`src/rtl/tt_sampler_pkg.sv`:
```
// Shared types and helpers for the truth-table sampler: FSM state encoding,
// the largest supported gate width and the table-width helper.
package tt_sampler_pkg;

    typedef enum logic [1:0] {
        IDLE   = 2'd0,
        SETTLE = 2'd1,
        SAMPLE = 2'd2,
        DONE   = 2'd3
    } tt_state_t;

    localparam int TT_MAX_INPUTS = 8;

    function automatic int tt_width(input int n);
        return 1 << n;
    endfunction

endpackage

```
`src/rtl/tt_settle_timer.sv`:
```
// Loadable down-counter for the per-vector settle dwell; term is high once the
// dwell has expired so the FSM only has to load it and let it run.
module tt_settle_timer #(
    parameter int SETTLE_CYCLES = 2
) (
    input  logic clk,
    input  logic rst_n,
    input  logic load,
    input  logic en,
    output logic term
);

    localparam logic [7:0] LOAD_VAL = 8'(SETTLE_CYCLES - 1);

    logic [7:0] cnt;

    always_ff @(posedge clk) begin
        if (!rst_n) begin
            cnt <= '0;
        end else if (load) begin
            cnt <= LOAD_VAL;
        end else if (en && (cnt != 8'd0)) begin
            cnt <= cnt - 8'd1;
        end
    end

    assign term = (cnt == 8'd0);

endmodule

```
`src/rtl/truth_table_sampler.sv`:
```
// Sweeps every input vector of an N-input gate, waits a settle time per vector
// and samples the gate output into a 2^N-bit truth table.
// Optional TT_SAMPLER_COMPARE_EN adds on-the-fly comparison against an expected table.
module truth_table_sampler
    import tt_sampler_pkg::*;
#(
    parameter int N_INPUTS      = 3,
    parameter int SETTLE_CYCLES = 2
) (
    input  logic                              clk,
    input  logic                              rst_n,
    input  logic                              start,
    output logic                              busy,
    output logic                              done,
    output logic [N_INPUTS-1:0]               stim,
    input  logic                              dut_out,
    output logic [tt_width(N_INPUTS)-1:0]     truth_table,
    output logic                              table_valid
`ifdef TT_SAMPLER_COMPARE_EN
    ,
    input  logic [tt_width(N_INPUTS)-1:0]     expected_table,
    output logic                              mismatch,
    output logic [N_INPUTS-1:0]               first_fail_idx
`endif
);

    localparam int                TW       = tt_width(N_INPUTS);
    localparam logic [N_INPUTS:0] LAST_IDX = (N_INPUTS + 1)'(TW - 1);

    tt_state_t         state;
    tt_state_t         state_d;
    logic [N_INPUTS:0] idx;
    logic              accept;
    logic              last_vec;
    logic              timer_load;
    logic              timer_en;
    logic              timer_term;

    assign last_vec = (idx == LAST_IDX);

    tt_settle_timer #(
        .SETTLE_CYCLES (SETTLE_CYCLES)
    ) u_timer (
        .clk   (clk),
        .rst_n (rst_n),
        .load  (timer_load),
        .en    (timer_en),
        .term  (timer_term)
    );

    always_comb begin
        state_d    = state;
        accept     = 1'b0;
        timer_load = 1'b0;
        timer_en   = 1'b0;
        case (state)
            IDLE: begin
                if (start) begin
                    accept     = 1'b1;
                    timer_load = 1'b1;
                    state_d    = SETTLE;
                end
            end
            SETTLE: begin
                if (timer_term) state_d = SAMPLE;
                else            timer_en = 1'b1;
            end
            SAMPLE: begin
                if (last_vec) begin
                    state_d = DONE;
                end else begin
                    timer_load = 1'b1;
                    state_d    = SETTLE;
                end
            end
            DONE:    state_d = IDLE;
            default: state_d = IDLE;
        endcase
    end

    // busy/done are decoded from the next state so they line up with the state they describe
    always_ff @(posedge clk) begin
        if (!rst_n) begin
            state       <= IDLE;
            idx         <= '0;
            stim        <= '0;
            busy        <= 1'b0;
            done        <= 1'b0;
            truth_table <= '0;
            table_valid <= 1'b0;
        end else begin
            state <= state_d;
            busy  <= (state_d == SETTLE) || (state_d == SAMPLE);
            done  <= (state_d == DONE);
            if (accept) begin
                idx         <= '0;
                stim        <= '0;
                truth_table <= '0;
                table_valid <= 1'b0;
            end
            if (state == SAMPLE) begin
                truth_table[idx[N_INPUTS-1:0]] <= dut_out;
                if (last_vec) begin
                    stim        <= '0;
                    table_valid <= 1'b1;
                end else begin
                    idx  <= idx + 1'b1;
                    stim <= stim + 1'b1;
                end
            end
        end
    end

`ifdef TT_SAMPLER_COMPARE_EN
    logic [TW-1:0] exp_q;

    // only the first disagreeing vector is recorded; later ones leave it untouched
    always_ff @(posedge clk) begin
        if (!rst_n) begin
            exp_q          <= '0;
            mismatch       <= 1'b0;
            first_fail_idx <= '0;
        end else if (accept) begin
            exp_q          <= expected_table;
            mismatch       <= 1'b0;
            first_fail_idx <= '0;
        end else if ((state == SAMPLE) && !mismatch &&
                     (dut_out != exp_q[idx[N_INPUTS-1:0]])) begin
            mismatch       <= 1'b1;
            first_fail_idx <= idx[N_INPUTS-1:0];
        end
    end
`endif

endmodule

```
`config.mk`:
```
export PLATFORM = sky130hd
export DESIGN_NAME = truth_table_sampler
export DESIGN_NICKNAME = d
export VERILOG_FILES = /design/src/rtl/tt_sampler_pkg.sv /design/src/rtl/tt_settle_timer.sv /design/src/rtl/truth_table_sampler.sv
export SDC_FILE = /design/constraint.sdc
export NUM_CORES = 1
export LEC_CHECK = 0
export BUFFER_PORTS_ARGS = -buffer_cell sky130_fd_sc_hd__buf_2
export CAP_MARGIN = 20
export CORE_MARGIN = 1.5
export CORE_UTILIZATION = 40
export DETAILED_ROUTE_END_ITERATION = 10
export PLACE_DENSITY = 0.72
export SYNTH_ARGS = -nofsm -noshare
export SYNTH_HDL_FRONTEND = slang
export SYNTH_SLANG_ARGS = --single-unit
```
`constraint.sdc`:
```
create_clock -name clk -period 1.9 [get_ports clk]
set_clock_uncertainty 0.05 [all_clocks]
set_input_delay 0.38 -clock clk [delete_from_list [all_inputs] [get_ports clk]]
set_output_delay 0.38 -clock clk [all_outputs]
set_load 0.005 [all_outputs]
```
==> flow_metrics.py <==
metrics = {
    "clock_network": {
        "postCtsSetupBuffers": 0,
        "clk_pin_slew_ns": 0.13,
        "clock_latency_ns": 0.32,
        "cts-root-buf": "clkbuf_4",
        "cts.sinks": 28,
        "htree_levels": 1,
        "ctsLongestPathBuffers": 2,
        "postCtsHoldBufs": 0,
        "cts_buffers": 3,
        "cts_tree": "done",
    },
    "setup_path": {
        "crit_required_ns": 2.12,
        "worst-path-max-fanout": 5,
        "worstSetupPathType": "reg2reg",
        "cp_cell_sequence": "inv_1 -> ha_1 -> or3b_4 -> o21ai_2 -> buf_4 -> or4b_4 -> a21oi_2",
        "critical_path.max_stage_delay_ns": 0.51,
        "worstReg2RegStart": "u_timer.cnt[0]",
        "r2r_setup_slack_ns": 0.06,
        "crit_path_start_kind": "register",
        "end_kind": "register",
        "r2r-end": "u_timer.cnt[7]",
        "r2r_cells": 7,
        "cp_slowest_cell": "or4b_4",
        "cp.arrival_ns": 2.06,
    },
    "final_layout": {
        "layout.nets": 195,
        "stdcell_count": 230,
        "n_antenna_cell": 0,
        "drive_gt1_frac": 0.239,
        "final_util": 0.485,
        "final_area_um2": 1610,
        "syn_to_final_growth_pct": 17.9,
    },
    "power_and_ir_drop": {
        "finalPower_mw": 1.17,
        "peakVddDrop_mv": 0.299,
        "powerDensity_nw_per_um2": 726,
        "leakage_nw": 0.657,
    },
    "hold_path": {
        "hold_class": "in2reg",
        "whs_endpoint": "done",
        "hold_depth": 2,
        "min_from": "rst_n",
    },
    "synth": {
        "yosys_warnings": 0,
        "synth_edf_count": 0,
        "synth_top_area_cell": "dfxtp_1",
        "syn-num-nets": 169,
        "synth-seq-area-share": 0.411,
        "synth_cell_types": 46,
        "async_flop_share": 0,
        "netlist_area_um2": 1360,
        "synthFlopType": "dfxtp_1",
        "syn_avg_cell_area_um2": 8.52,
        "synth_top_cell_area_share": 0.411,
        "ys_ff_latch": 28,
        "synth_cells": 160,
        "synthTopCellsByArea": "dfxtp_1, a21oi_1, ha_1",
    },
    "place": {
        "place_congestion": 0.927,
        "place_ws_ns": 0.0498,
        "dp.cells": 227,
        "placed_area_um2": 1570,
        "port_buffers": 17,
        "hpwl_um": 2060,
    },
    "grt": {
        "grt_pass1_wl_um": 4560,
        "grt-ovfl-total": 0,
        "grt_pass1_vias": 1038,
        "grt_use_total": 0.159,
        "antenna_found_initial": 0,
        "grt_max_degree": 15,
    },
    "drt": {
        "remaining_drc_errors": 0,
        "routedWlPerCell_um": 12.4,
        "ant_nets": 0,
        "routed_via_density": 5.32,
        "via_count": 1224,
        "first_pass_iters": 4,
        "routed_wl_um": 2850,
        "drt_iter0_markers": 46,
    },
    "die": {
        "fp.dieH_um": 61.4,
        "core_um2": 3310,
        "rows": 21,
        "ios": 18,
        "die_area_um2": 3770,
        "die_w_um": 61.4,
        "initial_core_util": 0.412,
    },
    "timing": {
        "final.setup.worst_slack_ns": 0.0556,
        "finalSetupTns_ns": 0,
        "maxSlewViolCount": 0,
        "hold_viol_final": 0,
        "fin_crit_ns": 1.84,
        "worstMarginPinSlew_ns": 0.405,
        "fmax_ghz": 0.542,
        "period_share": 0.971,
        "whs_ns": 0.286,
        "setup_viol_count_final": 0,
        "slew_headroom": 0.730,
    },
    "job": {
        "drv_cap": 0,
    },
    "run_status": {
        "status": "finished, final reports clean",
    },
}
[metal layers]
metal,up-vias,wire length (um),GRT usage
met5,-,0,0
met3,6,62,0.0294
met1,569,1510,0.233
met4,0,39,0.0669
li1,631,-,-
met2,18,1240,0.228
[layout by cell type (no fill, tap or decap), drive strengths merged, types with 3 or more instances in the layout]
| cell type | netlist | layout |
|---|---|---|
| nor3 | 7 | 7 |
| xor2 | 3 | 3 |
| and2 | 3 | 3 |
| clkbuf | 5 | 3 |
| dfxtp | 28 | 28 |
| nor2 | 14 | 14 |
| buf | 2 | 28 |
| o21ai | 10 | 10 |
| nand4 | 3 | 3 |
| ha | 5 | 5 |
| a211oi | 3 | 3 |
| nor2b | 3 | 3 |
| inv | 4 | 4 |
| a21oi | 20 | 20 |
| nand3 | 8 | 8 |
| nand2b | 3 | 3 |
| o211ai | 4 | 4 |
| nand2 | 8 | 8 |
[timing repair]
| action | CTS | global route |
|---|---|---|
| setup endpoints to repair | 0 | 2 |
| endpoints found under the hold margin | 0 | 0 |
| gates resized for setup | 0 | 5 |
[power breakdown]
| part | internal (mW) | total (mW) | switching [mW] |
|---|---|---|---|
| registers | 0.615 | 0.644 | 0.0291 |
| logic | 0.136 | 0.286 | 0.150 |
| clock network | 0.0744 | 0.236 | 0.162 |
| total | 0.825 | 1.17 | 0.341 |
[cell families after synthesis]
group | share of synthesized area
buf+inv | 0.0349
flops | 0.411
simple gates | 0.267
compound gates | 0.208
mux | 0.00735
fa+ha+maj | 0.0459
xor+xnor | 0.0257
[flip-flops by register name (all words and copies together), names as in the netlist]
signal	cells
stim	3
truth_table	8
busy	1
table_valid	1
u_timer.cnt	8
idx	4
done	1
state	2
[area by class of cell]
type / instances / area (um^2)
Clock buffer: 3 / 22.5
Fill cell: 344 / 1700
Inverter: 5 / 18.8
Multi-Input combinational cell: 120 / 764
Sequential cell: 28 / 563
Tap cell: 46 / 57.6
Timing Repair Buffer: 28 / 180
[worst max-delay path by stage]
| stage | startpoint | to | depth (start not counted) |
|---|---|---|---|
| after floorplan | u_timer.cnt[0] | busy | 7 |
| after global placement | u_timer.cnt[1] | busy | 7 |
| after detailed placement | u_timer.cnt[0] | busy | 7 |
| after CTS | u_timer.cnt[0] | busy | 7 |
| after global routing | u_timer.cnt[0] | u_timer.cnt[7] | 7 |
| final | u_timer.cnt[0] | u_timer.cnt[7] | 7 |
[cell usage after synthesis (all sizes together) (2+ instances only)]
library cell,instances
or3,2
nand4,3
inv,4
clkbuf,5
a211oi,3
o21ai,10
and2,3
buf,2
and2b,2
nor3,7
a21oi,20
nand2b,3
xor2,3
o211ai,4
dfxtp,28
a22oi,2
ha,5
or3b,2
nand3,8
nor2,14
nor2b,3
and3,2
nand2,8
[worst max-delay path, delay by kind of cell (launching register included)]
family | cells | cell delay, ns
simple gates | 2 | 0.77
flops | 1 | 0.35
fa+ha+maj | 1 | 0.23
buf+inv | 2 | 0.22
compound gates | 2 | 0.18
No activity file was read; power rests on OpenSTA's default activity.
